==> config.mk <==
export PLATFORM = sky130hd
export DESIGN_NAME = rpn_stack_controller_flat
export DESIGN_NICKNAME = d
export VERILOG_FILES = /design/src/rtl/rpn_pkg.sv /design/src/rtl/rpn_stack_controller_if.sv /design/src/rtl/rpn_alu.sv /design/src/rtl/rpn_stack_controller.sv /design/src/flat_wrapper.sv
export SDC_FILE = /design/constraint.sdc
export NUM_CORES = 1
export LEC_CHECK = 0
export CORE_ASPECT_RATIO = 0.75
export CORE_MARGIN = 2
export CORE_UTILIZATION = 45
export CTS_BUF_LIST = sky130_fd_sc_hd__clkbuf_4 sky130_fd_sc_hd__clkbuf_8
export DETAILED_ROUTE_END_ITERATION = 7
export DONT_BUFFER_PORTS = 1
export GPL_TIMING_DRIVEN = 0
export SYNTH_ARGS = -nofsm -noshare
export SYNTH_HDL_FRONTEND = slang
export SYNTH_SLANG_ARGS = --single-unit
==> constraint.sdc <==
create_clock -name clk -period 17 [get_ports clk]
set_input_delay 1.7 -clock clk [delete_from_list [all_inputs] [get_ports clk]]
set_output_delay 1.7 -clock clk [all_outputs]
set_load 0.02 [all_outputs]
==> src/rtl/rpn_pkg.sv <==
// Shared definitions for the RPN calculator operand-stack sequencer:
// command codes, error codes, FSM states and default sizing.
package rpn_pkg;

  localparam int DEFAULT_WIDTH = 8;
  localparam int DEFAULT_DEPTH = 4;

  typedef enum logic [2:0] {
    CMD_PUSH = 3'd0,
    CMD_POP  = 3'd1,
    CMD_ADD  = 3'd2,
    CMD_SUB  = 3'd3,
    CMD_MUL  = 3'd4,
    CMD_NEG  = 3'd5,
    CMD_CLR  = 3'd6,
    CMD_NOP  = 3'd7
  } cmd_e;

  typedef enum logic [1:0] {
    ERR_NONE      = 2'd0,
    ERR_UNDERFLOW = 2'd1,
    ERR_FULL      = 2'd2,
    ERR_ARITH_OVF = 2'd3
  } err_e;

  typedef enum logic [2:0] {
    ST_IDLE = 3'd0,
    ST_RD_A = 3'd1,
    ST_RD_B = 3'd2,
    ST_EXEC = 3'd3,
    ST_WB   = 3'd4
  } state_e;

endpackage

==> src/rtl/rpn_stack_controller_if.sv <==
// Command/status bundle between the push-button front end (master) and
// the stack controller (slave).
interface rpn_stack_controller_if #(
  parameter int DEPTH = 4,
  parameter int WIDTH = 8
);
  localparam int DW = $clog2(DEPTH) + 1;

  logic                    cmd_valid;
  logic [2:0]              cmd;
  logic signed [WIDTH-1:0] operand;
  logic                    busy;
  logic signed [WIDTH-1:0] top;
  logic                    top_valid;
  logic [DW-1:0]           depth;
  logic [1:0]              err_code;
  logic                    cmd_dropped;

  modport master (
    output cmd_valid, cmd, operand,
    input  busy, top, top_valid, depth, err_code, cmd_dropped
  );

  modport slave (
    input  cmd_valid, cmd, operand,
    output busy, top, top_valid, depth, err_code, cmd_dropped
  );

endinterface

==> src/rtl/rpn_alu.sv <==
// Combinational arithmetic for the stack controller. Results are formed at
// full precision, truncated to WIDTH bits, and flagged when the full value
// does not fit the WIDTH-bit two's-complement range.
module rpn_alu
  import rpn_pkg::*;
#(
  parameter int WIDTH = DEFAULT_WIDTH
) (
  input  logic signed [WIDTH-1:0] a,
  input  logic signed [WIDTH-1:0] b,
  input  cmd_e                    op,
  output logic signed [WIDTH-1:0] result,
  output logic                    ovf
);

  logic signed [WIDTH:0]     a_w;
  logic signed [WIDTH:0]     b_w;
  logic signed [WIDTH:0]     sum;
  logic signed [WIDTH:0]     diff;
  logic signed [WIDTH:0]     neg;
  logic signed [2*WIDTH-1:0] a_x;
  logic signed [2*WIDTH-1:0] b_x;
  logic signed [2*WIDTH-1:0] prod;

  // A WIDTH+1 bit value fits WIDTH bits when its top two bits agree.
  function automatic logic narrow_ovf(input logic signed [WIDTH:0] v);
    return v[WIDTH] != v[WIDTH-1];
  endfunction

  // A product fits WIDTH bits when bits [2W-1:W-1] are all copies of the sign.
  function automatic logic mul_ovf(input logic signed [2*WIDTH-1:0] p);
    return !((&p[2*WIDTH-1:WIDTH-1]) || !(|p[2*WIDTH-1:WIDTH-1]));
  endfunction

  assign a_w  = {a[WIDTH-1], a};
  assign b_w  = {b[WIDTH-1], b};
  assign sum  = b_w + a_w;
  assign diff = b_w - a_w;
  assign neg  = -a_w;
  assign a_x  = {{WIDTH{a[WIDTH-1]}}, a};
  assign b_x  = {{WIDTH{b[WIDTH-1]}}, b};
  assign prod = b_x * a_x;

  // Select the operation result and its overflow flag.
  always_comb begin
    result = '0;
    ovf    = 1'b0;
    case (op)
      CMD_ADD: begin
        result = sum[WIDTH-1:0];
        ovf    = narrow_ovf(sum);
      end
      CMD_SUB: begin
        result = diff[WIDTH-1:0];
        ovf    = narrow_ovf(diff);
      end
      CMD_MUL: begin
        result = prod[WIDTH-1:0];
        ovf    = mul_ovf(prod);
      end
      CMD_NEG: begin
        result = neg[WIDTH-1:0];
        ovf    = narrow_ovf(neg);
      end
      default: begin
        result = '0;
        ovf    = 1'b0;
      end
    endcase
  end

endmodule

==> src/rtl/rpn_stack_controller.sv <==
// Operand-stack sequencer for the RPN calculator. Single-cycle commands act
// on the accepting edge; binary operations walk RD_A -> RD_B -> EXEC -> WB,
// popping both operands before pushing the result.
module rpn_stack_controller
  import rpn_pkg::*;
#(
  parameter int DEPTH = DEFAULT_DEPTH,
  parameter int WIDTH = DEFAULT_WIDTH
) (
  input  logic                  clk,
  input  logic                  rst_n,
  rpn_stack_controller_if.slave bus
);

  localparam int AW = $clog2(DEPTH);
  localparam int DW = AW + 1;

  state_e                  state_q, state_d;
  logic [DW-1:0]           depth_q, depth_d;
  err_e                    err_q, err_d;
  logic                    dropped_q;

  logic signed [WIDTH-1:0] stack_q [DEPTH];
  logic signed [WIDTH-1:0] a_q, b_q, r_q;
  cmd_e                    op_q;

  logic [AW-1:0]           top_idx;
  logic signed [WIDTH-1:0] top_val;
  logic                    accept;

  logic                    wr_en;
  logic [AW-1:0]           wr_idx;
  logic signed [WIDTH-1:0] wr_data;

  cmd_e                    alu_op;
  logic signed [WIDTH-1:0] alu_a;
  logic signed [WIDTH-1:0] alu_res;
  logic                    alu_ovf;

  assign top_idx = AW'(depth_q) - AW'(1);
  assign top_val = stack_q[top_idx];
  assign accept  = (state_q == ST_IDLE) && bus.cmd_valid;

  // NEG is the only ALU use while idle; otherwise the latched binary op runs.
  assign alu_op = (state_q == ST_IDLE) ? CMD_NEG : op_q;
  assign alu_a  = (state_q == ST_IDLE) ? top_val : a_q;

  rpn_alu #(.WIDTH(WIDTH)) u_alu (
    .a      (alu_a),
    .b      (b_q),
    .op     (alu_op),
    .result (alu_res),
    .ovf    (alu_ovf)
  );

  // Next-state, depth, error and stack-write decode.
  always_comb begin
    state_d = state_q;
    depth_d = depth_q;
    err_d   = err_q;
    wr_en   = 1'b0;
    wr_idx  = AW'(depth_q);
    wr_data = bus.operand;
    case (state_q)
      ST_IDLE: begin
        if (bus.cmd_valid) begin
          err_d = ERR_NONE;
          case (bus.cmd)
            CMD_PUSH: begin
              if (depth_q == DW'(DEPTH)) begin
                err_d = ERR_FULL;
              end else begin
                wr_en   = 1'b1;
                depth_d = depth_q + DW'(1);
              end
            end
            CMD_POP: begin
              if (depth_q == '0) err_d = ERR_UNDERFLOW;
              else               depth_d = depth_q - DW'(1);
            end
            CMD_ADD, CMD_SUB, CMD_MUL: begin
              if (depth_q < DW'(2)) err_d = ERR_UNDERFLOW;
              else                  state_d = ST_RD_A;
            end
            CMD_NEG: begin
              if (depth_q == '0) begin
                err_d = ERR_UNDERFLOW;
              end else begin
                wr_en   = 1'b1;
                wr_idx  = top_idx;
                wr_data = alu_res;
                if (alu_ovf) err_d = ERR_ARITH_OVF;
              end
            end
            CMD_CLR: depth_d = '0;
            default: ;
          endcase
        end
      end
      ST_RD_A: begin
        depth_d = depth_q - DW'(1);
        state_d = ST_RD_B;
      end
      ST_RD_B: begin
        depth_d = depth_q - DW'(1);
        state_d = ST_EXEC;
      end
      ST_EXEC: begin
        if (alu_ovf) err_d = ERR_ARITH_OVF;
        state_d = ST_WB;
      end
      ST_WB: begin
        wr_en   = 1'b1;
        wr_data = r_q;
        depth_d = depth_q + DW'(1);
        state_d = ST_IDLE;
      end
      default: state_d = ST_IDLE;
    endcase
  end

  // Control registers; reset aborts any operation in flight.
  always_ff @(posedge clk or negedge rst_n) begin
    if (!rst_n) begin
      state_q   <= ST_IDLE;
      depth_q   <= '0;
      err_q     <= ERR_NONE;
      dropped_q <= 1'b0;
    end else begin
      state_q   <= state_d;
      depth_q   <= depth_d;
      err_q     <= err_d;
      dropped_q <= bus.cmd_valid && (state_q != ST_IDLE);
    end
  end

  // Stack storage and operand/result latches; contents need no reset.
  always_ff @(posedge clk) begin
    if (wr_en) stack_q[wr_idx] <= wr_data;
    if (accept) op_q <= cmd_e'(bus.cmd);
    if (state_q == ST_RD_A) a_q <= top_val;
    if (state_q == ST_RD_B) b_q <= top_val;
    if (state_q == ST_EXEC) r_q <= alu_res;
  end

  assign bus.busy        = (state_q != ST_IDLE);
  assign bus.top_valid   = (depth_q != '0);
  assign bus.top         = bus.top_valid ? top_val : '0;
  assign bus.depth       = depth_q;
  assign bus.err_code    = err_q;
  assign bus.cmd_dropped = dropped_q;

endmodule
==> src/flat_wrapper.sv <==
// flat-port wrapper written by rule: the top's interface ports become plain ports
module rpn_stack_controller_flat import rpn_pkg::*;
#(
  parameter int DEPTH = DEFAULT_DEPTH,
  parameter int WIDTH = DEFAULT_WIDTH
)
  (clk, rst_n, bus_cmd_valid, bus_cmd, bus_operand, bus_busy, bus_top, bus_top_valid, bus_depth, bus_err_code, bus_cmd_dropped);
  rpn_stack_controller_if #(.DEPTH(DEPTH), .WIDTH(WIDTH)) bus_i ();
  input  logic clk;
  input  logic rst_n;
  input wire logic [$bits(bus_i.cmd_valid)-1:0] bus_cmd_valid;
  input wire logic [$bits(bus_i.cmd)-1:0] bus_cmd;
  input wire logic [$bits(bus_i.operand)-1:0] bus_operand;
  output wire logic [$bits(bus_i.busy)-1:0] bus_busy;
  output wire logic [$bits(bus_i.top)-1:0] bus_top;
  output wire logic [$bits(bus_i.top_valid)-1:0] bus_top_valid;
  output wire logic [$bits(bus_i.depth)-1:0] bus_depth;
  output wire logic [$bits(bus_i.err_code)-1:0] bus_err_code;
  output wire logic [$bits(bus_i.cmd_dropped)-1:0] bus_cmd_dropped;
  assign bus_i.cmd_valid = bus_cmd_valid;
  assign bus_i.cmd = bus_cmd;
  assign bus_i.operand = bus_operand;
  assign bus_busy = bus_i.busy;
  assign bus_top = bus_i.top;
  assign bus_top_valid = bus_i.top_valid;
  assign bus_depth = bus_i.depth;
  assign bus_err_code = bus_i.err_code;
  assign bus_cmd_dropped = bus_i.cmd_dropped;
  rpn_stack_controller #(.DEPTH(DEPTH), .WIDTH(WIDTH)) u_core (.clk(clk), .rst_n(rst_n), .bus(bus_i));
endmodule
==> qor.yml, run 1 <==
coreArea_mm2: 0.0145
yosysUniqueCellTypes: 65
grt_pass1_wl_um: 25300
rows: 38
dpl.hpwl_um: 12600
dr_total_vias: 4963
die_x_um: 145
routed-wl-met3_um: 1250
min_from: "u_core.r_q[3]$_DFFE_PP_"
grt_pass1_vias: 4793
crit_chain: "buf_6, inv_1, ha_1, clkbuf_1, mux4_2, mux2i_2, inv_1, nand2_1, fa_1, fa_1, fa_1, fa_1, inv_1, ha_1, nand3_1, o211ai_1, o311ai_0, o21ai_0, xnor2_1, or4_1, nand3_1, a31oi_1"
min_period_ns: 7.84
synth_warnings: 0
slew_headroom_pct: 31.1
synth_edf_count: 59
io_pins: 30
h-tree-depth: 3
synth_cells: 672
grt.total_usage_pct: 20.2
synth_nets: 794
met1_length_um: 7620
period_share_pct: 46.1
path_max_fanout: 11
hold_depth: 2
holdCritPathClass: "register to register"
first_pass_iters: 5
grt-ovfl-total: 0
r2r_end: "u_core.bus.err_code[1]$_DFFE_PN0P_"
numCtsBuffers: 9
clockBufferDepth: 2
dieArea_mm2: 0.0159
post_cts_resize_count: 0
die_h_um: 110
cts_sinks: 68
syn2layout_area_growth_pct: 6.68
grt_max_degree: 13
wl_per_cell_um: 17.4
synth_seq_cells: 68
wl_met2_um: 6400
fin_skew_ns: 0.0105
hold_viol: 0
cp.arrival_ns: 8.05
drcViolationCount: 0
cp_common_cell: "fa_1"
cpPeakStageDelay_ns: 0.64
clk_latency_ns: 0.35
cp_slowest_cell: "mux2i_2"
gp_congestion: 0.923
finalSetupViolCount: 0
rr_worst_depth: 22
fill_cells: 1350
synth_area_mm2: 0.00671
max_slew.worst_pin.slew_ns: 1.03
ant_nets: 0
cp-start-kind: "register"
synth_area_per_cell_um2: 9.99
slew_violations: 0
reg2reg_slack_ns: 9.16
hold_end: "u_core.stack_q[3][3]$_DFFE_PP_"
clk_pin_slew_worst_paths_ns: 0.08
cts_hold_buffers: 0
cp.required_ns: 17.22
yosysSeqAreaShare_pct: 29.8
antennaDiodeCount: 0
outcome: "completed"
cts_setup_buffers: 0
end_kind: "register"
antenna_found_initial: 0
layout-drive-gt1-share_pct: 8.28
cts_tree: "done"
final_nets: 805
fmax_mhz: 128
r2r-start: "u_core.bus.depth[0]$_DFFE_PN0P_"
fin_tns_setup_ns: 0
ys.flop_type: "edfxtp_1"
synthArstFlopShare_pct: 13.2
grt_setup_unrepaired: "no"
cts_root_buf: "clkbuf_8"
vias_per_cell: 5.59
portBuffers: 0
drtIter0Drc: 423
cap_violations: 0
initial_utilization_pct: 46.3
wl_um: 15400
crit_type: "register to register"
top_layer: "met4"
flip-flops by register name, indices dropped and copies added, names as in the netlist:
signal and flops:
u_core.stack_q 32, u_core.a_q 8, u_core.b_q 8, u_core.r_q 8, u_core.bus.depth 3, u_core.op_q 3, u_core.state_q 3, u_core.bus.err_code 2
u_core.bus.cmd_dropped 1
layer usage:
layer  up-vias  global-route usage (%)
met5         -                       0
met4         0                    3.18
met3        13                    3.57
met2       183                    29.7
met1      2434                    31.6
li1       2333                       -
cell usage after synthesis (all sizes together) (8+ instances only):
| library cell | number | area [um2] |
|---|---|---|
| a21oi | 21 | 105 |
| a22oi | 13 | 97.6 |
| and2 | 17 | 106 |
| clkbuf | 14 | 52.6 |
| dfrtp | 9 | 225 |
| edfxtp | 59 | 1770 |
| fa | 57 | 1140 |
| ha | 51 | 638 |
| inv | 100 | 375 |
| mux4 | 8 | 180 |
| nand2 | 53 | 199 |
| nand2b | 11 | 68.8 |
| nand3 | 14 | 70.1 |
| nor2 | 40 | 153 |
| nor2b | 18 | 113 |
| nor3 | 18 | 106 |
| o21ai | 35 | 175 |
| or2 | 10 | 62.6 |
| xnor2 | 23 | 209 |
| xor2 | 8 | 70.1 |
through the flow:
stage          std cells  setup slack [ns]  hold slack [ns]  cell area [um2]  utilization [%]
6_report             888              9.16            0.676             7160             49.4
5_1_grt              888              8.75            0.709             7160             49.4
4_1_cts              888              9.19            0.673             7160             49.4
3_5_place_dp         872              9.24            0.666             6960             48.0
3_3_place_gp         872              9.22            0.638             6960             48.0
2_1_floorplan        672             10.37            0.600             6710                -
cell families after synthesis:
logic type | after synthesis | share of synthesized area [%]
muxes | 18 | 4.90
and+or+nand+nor | 203 | 15.3
AOI/OAI and AO/OA | 124 | 12.3
buffers and inverters | 120 | 7.05
xor gates and xnor gates | 31 | 4.16
adders and majority gates | 108 | 26.5
DFF | 68 | 29.8
how the worst max path moves through the flow:
stage | from | to | slack, ns | cells past startpoint
global placement | u_core.bus.depth[0]$_DFFE_PN0P_ | u_core.bus.err_code[0]$_DFFE_PN0P_ | 9.22 | 22
finish | u_core.bus.depth[0]$_DFFE_PN0P_ | u_core.bus.err_code[1]$_DFFE_PN0P_ | 9.16 | 22
detailed placement | u_core.bus.depth[0]$_DFFE_PN0P_ | u_core.bus.err_code[0]$_DFFE_PN0P_ | 9.24 | 22
CTS | u_core.bus.depth[0]$_DFFE_PN0P_ | u_core.bus.err_code[1]$_DFFE_PN0P_ | 9.19 | 22
global route | u_core.bus.depth[0]$_DFFE_PN0P_ | u_core.bus.err_code[0]$_DFFE_PN0P_ | 8.75 | 22
floorplan | u_core.bus.depth[0]$_DFFE_PN0P_ | u_core.bus.err_code[0]$_DFFE_PN0P_ | 10.37 | 23
critical path, delay by kind of cell, from the launching register on:
family          cells  cell delay, ns
compound gates      4            0.93
xor+xnor            1            0.19
fa+ha+maj           6            2.68
buf+inv             5            1.25
flops               1            0.54
mux                 2            1.13
simple gates        4            1.00
layout make-up:
| type | instances | area (um2) | share of cell area, % |
|---|---|---|---|
| multi-input combinational | 484 | 4240 | 59.2 |
| sequential | 68 | 2000 | 27.9 |
| inverter | 100 | 375 | 5.24 |
| tap | 200 | 250 | 3.50 |
| clock buffer | 11 | 145 | 2.03 |
| buffer | 20 | 97.6 | 1.36 |
| clock inverter | 5 | 52.6 | 0.734 |
cell usage in the layout (no fill, tap or decap), types with 16 or more instances in the layout:
master	Yosys	final
ha_1	51	51
a21oi_1	21	21
and2_1	17	17
fa_1	57	57
nor3_1	16	16
xnor2_1	22	22
inv_1	100	100
o21ai_0	30	30
nor2b_1	18	18
nand2_1	53	53
edfxtp_1	59	59
nor2_1	39	39
Power of run 1 is left out: the tool's default activity adds up to more than one toggle a clock period on the data nets, which glitch-free logic cannot reach.
==> run 2: changes to the inputs <==
ABC_AREA = 1   (was not set)
clock period = 7.9 ns   (was 17 ns; I/O delays follow)
==> qor.yml, run 2 <==
outcome: "completed"
dp_slack_ns: 0.781
final_cell_mix: "nand2_1, inv_1, nor2_1"
grt_pass1_vias: 5460
die_h_um: 112
synth_commonest_cells: "nand2_1, inv_1, nor2_1"
final_nets: 1019
yosysMostFrequentCell: "nand2_1"
clk_pin_slew_worst_paths_ns: 0.07
cp_slowest_cell: "fa_1"
cts_hold_buffers: 0
clockBufferDepth: 2
die_x_um: 148
cp_common_cell: "nand3_1"
gp_congestion: 0.928
slew_violations: 0
cts_sinks: 68
grt_max_degree: 13
h-tree-depth: 3
rr_worst_depth: 35
path_max_fanout: 11
min_period_ns: 7.09
cts_setup_buffers: 0
post_dp_cell_area_mm2: 0.00729
grt-ovfl-total: 0
period_share_pct: 89.8
syn2layout_area_growth_pct: 6.82
ant_nets: 0
yosysUniqueCellTypes: 48
placedCellCount: 1091
regMostFlops: "u_core.stack_q"
cap_violations: 0
instances_no_fill: 1106
r2r_end: "u_core.bus.err_code[0]$_DFFE_PN0P_"
fill_cells: 1520
finalSetupViolCount: 0
initial_utilization_pct: 46.0
dr_total_vias: 5748
fmax_mhz: 141
antenna_found_initial: 0
grt.total_usage_pct: 22.5
end_kind: "register"
max_slew.worst_pin.slew_ns: 0.919
cts_tree: "done"
crit_type: "register to register"
yosysSeqAreaShare_pct: 28.4
fin_skew_ns: 0.00713
cpPeakStageDelay_ns: 0.68
yosysTopAreaCell: "edfxtp_1"
first_pass_iters: 7
grt_pass1_wl_um: 29000
final_area_mm2: 0.00751
seqCellArea_mm2: 0.00200
io_pins: 30
dpl.hpwl_um: 14200
top_usage_layer: "met1"
layout-drive-gt1-share_pct: 7.55
synth_top_area_share_pct: 25.2
multi_input_area_mm2: 0.00427
cts_root_buf: "clkbuf_8"
antennaDiodeCount: 0
ys.flop_type: "edfxtp_1"
cp.arrival_ns: 7.34
cp.required_ns: 8.15
fin_tns_setup_ns: 0
reg2reg_slack_ns: 0.81
met2_usage_pct: 29.4
synth_nets: 1008
largest_register_ffs: 32
grt_use_met1_pct: 37.7
rows: 39
grt_setup_unrepaired: "no"
synth_cells: 886
drtIter0Drc: 546
slew_headroom_pct: 38.4
portBuffers: 0
mostFrequentLayoutCell: "nand2_1"
r2r-start: "u_core.bus.depth[0]$_DFFE_PN0P_"
synth_warnings: 0
holdCritPathClass: "input pin to async pin"
numCtsBuffers: 9
ys_top_cells_by_area: "edfxtp_1, fa_1, nand2_1"
hold_viol: 0
synth_edf_count: 59
coreArea_mm2: 0.0153
wl_per_cell_um: 15.9
wl_um: 17600
synth_area_mm2: 0.00703
cp_num_buf_inv: 11
synthArstFlopShare_pct: 13.2
drcViolationCount: 0
clk_latency_ns: 0.35
dieArea_mm2: 0.0166
fin_ws_ns: 0.807
cp-start-kind: "register"
vias_per_cell: 5.20
met3_usage_pct: 4.72
synth_area_per_cell_um2: 7.93
post_cts_resize_count: 0
synth_seq_cells: 68
crit_family: "adder cells"
==> run 2: changes by cell type in the layout (fill, tap and decap cells not counted), moves of 13 or more <==
cell     previous run  this run
nand2_2             0        14
and2_1             17         1
nor2b_1            18         0
nor2_1             39        98
xnor2_1            22         4
inv_1             100       171
nand2_1            53       212
nand3_1            14        55
a22oi_1            13         0
==> run 2: how the worst max path moves through the flow <==
stage | startpoint | endpoint | slack (ns) | cells after the start
floorplan | u_core.bus.depth[0]$_DFFE_PN0P_ | u_core.bus.err_code[0]$_DFFE_PN0P_ | 1.91 | 36
global placement | u_core.bus.depth[0]$_DFFE_PN0P_ | u_core.bus.err_code[0]$_DFFE_PN0P_ | 0.81 | 35
detailed placement | u_core.bus.depth[0]$_DFFE_PN0P_ | u_core.bus.err_code[0]$_DFFE_PN0P_ | 0.78 | 35
CTS | u_core.bus.depth[0]$_DFFE_PN0P_ | u_core.bus.err_code[0]$_DFFE_PN0P_ | 0.77 | 35
global route | u_core.bus.depth[0]$_DFFE_PN0P_ | u_core.bus.err_code[1]$_DFFE_PN0P_ | 0.27 | 35
finish | u_core.bus.depth[0]$_DFFE_PN0P_ | u_core.bus.err_code[0]$_DFFE_PN0P_ | 0.81 | 35
==> run 2: routing by layer <==
metal  vias up  wire [um]
li1       2831          -
met1      2704       9290
met2       201       6560
met3        12       1600
met4         0        142
met5         -          0
==> run 2: metrics by stage <==
stage	hold WS [ns]	util, %
floorplan	0.494	-
global placement	0.495	47.7
detailed placement	0.495	47.7
CTS	0.103	49.1
global route	0.107	49.2
finish	0.128	49.2
==> run 2: worst reg2reg max path, delay by kind of cell (launching register included) <==
| family | cells | cell delay (ns) |
|---|---|---|
| buffers and inverters | 11 | 1.36 |
| and+or+nand+nor | 18 | 2.26 |
| adders and majority gates | 6 | 2.87 |
| DFF | 1 | 0.50 |
==> run 2: logic make-up (layout without fill, tap and decap cells) <==
group | after synthesis | count (layout) | share of synthesized area [%]
AOI/OAI and AO/OA | 96 | 96 | 8.72
adders and majority gates | 108 | 108 | 25.3
xor gates and xnor gates | 8 | 8 | 0.997
DFF | 68 | 68 | 28.4
and+or+nand+nor | 415 | 415 | 25.5
buffers and inverters | 191 | 206 | 11.0
==> run 2: cell type report <==
cell class | count | share of cell area, %
buffer | 8 | 0.950
clock buffer | 9 | 1.65
clock inverter | 6 | 1.18
inverter | 183 | 9.35
multi-input combinational | 627 | 56.8
sequential | 68 | 26.6
tap | 205 | 3.42
Power of run 2 is left out for the same reason.
==> run 3: changes to the inputs <==
CTS_BUF_LIST = not set   (was sky130_fd_sc_hd__clkbuf_4 sky130_fd_sc_hd__clkbuf_8)
==> qor.yml, run 3 (same netlist as run 2, synthesis figures left out) <==
outcome: "completed"
dieArea_mm2: 0.0166
post_cts_resize_count: 0
dpl.hpwl_um: 14200
max_slew.worst_pin.slew_ns: 0.913
cts_sinks: 68
fin_skew_ns: 0.00847
grt_pass1_wl_um: 28900
io_pins: 30
cpPeakStageDelay_ns: 0.68
cp.required_ns: 8.13
crit_family: "adder cells"
fin_tns_setup_ns: 0
initial_utilization_pct: 46.0
h-tree-depth: 3
grt.total_usage_pct: 22.4
cts_root_buf: "clkbuf_16"
final_cell_mix: "nand2_1, inv_1, nor2_1"
cts_setup_buffers: 0
drtIter0Drc: 521
path_max_fanout: 11
cts_hold_buffers: 0
clk_pin_slew_worst_paths_ns: 0.05
wl_per_cell_um: 15.9
finalSetupViolCount: 0
slew_headroom_pct: 38.9
coreArea_mm2: 0.0153
grt_max_degree: 13
top_layer: "met4"
period_share_pct: 89.4
vias_per_cell: 5.22
gp_congestion: 0.928
antennaDiodeCount: 0
fmax_mhz: 142
wl_um: 17500
cap_violations: 0
grt_setup_unrepaired: "no"
first_pass_iters: 7
min_period_ns: 7.07
instances_no_fill: 1106
placedCellCount: 1091
hold_viol: 0
die_x_um: 148
mostFrequentLayoutCell: "nand2_1"
routed-wl-met3_um: 1510
antenna_found_initial: 0
rr_worst_depth: 35
end_kind: "register"
layout-drive-gt1-share_pct: 7.55
holdCritPathClass: "input pin to async pin"
clockBufferDepth: 2
portBuffers: 0
numCtsBuffers: 9
cp_num_buf_inv: 11
cp_slowest_cell: "fa_1"
fin_ws_ns: 0.834
wl_met2_um: 6540
syn2layout_area_growth_pct: 8.26
final_nets: 1019
cts_tree: "done"
grt-ovfl-total: 0
dp_slack_ns: 0.781
cp.arrival_ns: 7.29
clk_latency_ns: 0.34
cp-start-kind: "register"
regMostFlops: "u_core.stack_q"
drcViolationCount: 0
rows: 39
slew_violations: 0
die_h_um: 112
largest_register_ffs: 32
dr_total_vias: 5775
crit_type: "register to register"
grt_pass1_vias: 5452
cp_common_cell: "nand3_1"
ant_nets: 0
cp.depth: 35
met1_length_um: 9360
[run 3: cell count changes in the layout (fill, tap and decap cells not counted)]
cell / delta
clkbuf_16: +9
clkbuf_8: -9
[run 3: worst paths after layout]
path / startpoint / end / slack (ns)
max: u_core.bus.depth[0]$_DFFE_PN0P_ / u_core.bus.err_code[0]$_DFFE_PN0P_ / 0.83
min: rst_n / u_core.bus.err_code[1]$_DFFE_PN0P_ / 0.15
max reg2reg: u_core.bus.depth[0]$_DFFE_PN0P_ / u_core.bus.err_code[0]$_DFFE_PN0P_ / 0.83
min reg2reg: u_core.state_q[2]$_DFFE_PN0P_ / u_core.state_q[2]$_DFFE_PN0P_ / 0.59
max in group asynchronous: rst_n / u_core.bus.cmd_dropped$_DFF_PN0_ / 7.68
min in group clk: bus_cmd[1] / u_core.op_q[1]$_DFFE_PP_ / 0.55
[run 3: per-layer routing]
metal | GRT usage [%] | vias to the layer above
li1 | - | 2831
met1 | 37.6 | 2743
met2 | 29.4 | 188
met3 | 5.20 | 13
met4 | 2.98 | 0
met5 | 0 | -
[run 3: layout make-up]
class | count | area, um2
Buffer | 8 | 71.3
Clock buffer | 9 | 225
Clock inverter | 6 | 88.8
Fill cell | 1509 | 7660
Inverter | 183 | 702
Multi-Input combinational cell | 627 | 4270
Sequential cell | 68 | 2000
Tap cell | 205 | 256
[run 3: worst register-to-register path, delay by kind of cell (launching register included)]
family / cells / cell delay, ns
adders and majority gates: 6 / 2.87
DFF: 1 / 0.49
and+or+nand+nor: 18 / 2.24
buffers and inverters: 11 / 1.35
[run 3: per-stage QoR]
stage          util [%]  area [um2]  hold WS [ns]
2_1_floorplan         -        7030         0.494
3_3_place_gp       47.7        7280         0.495
3_5_place_dp       47.7        7290         0.495
4_1_cts            49.8        7600         0.136
5_1_grt            49.8        7610         0.136
6_report           49.8        7610         0.151
Power of run 3 is left out for the same reason.
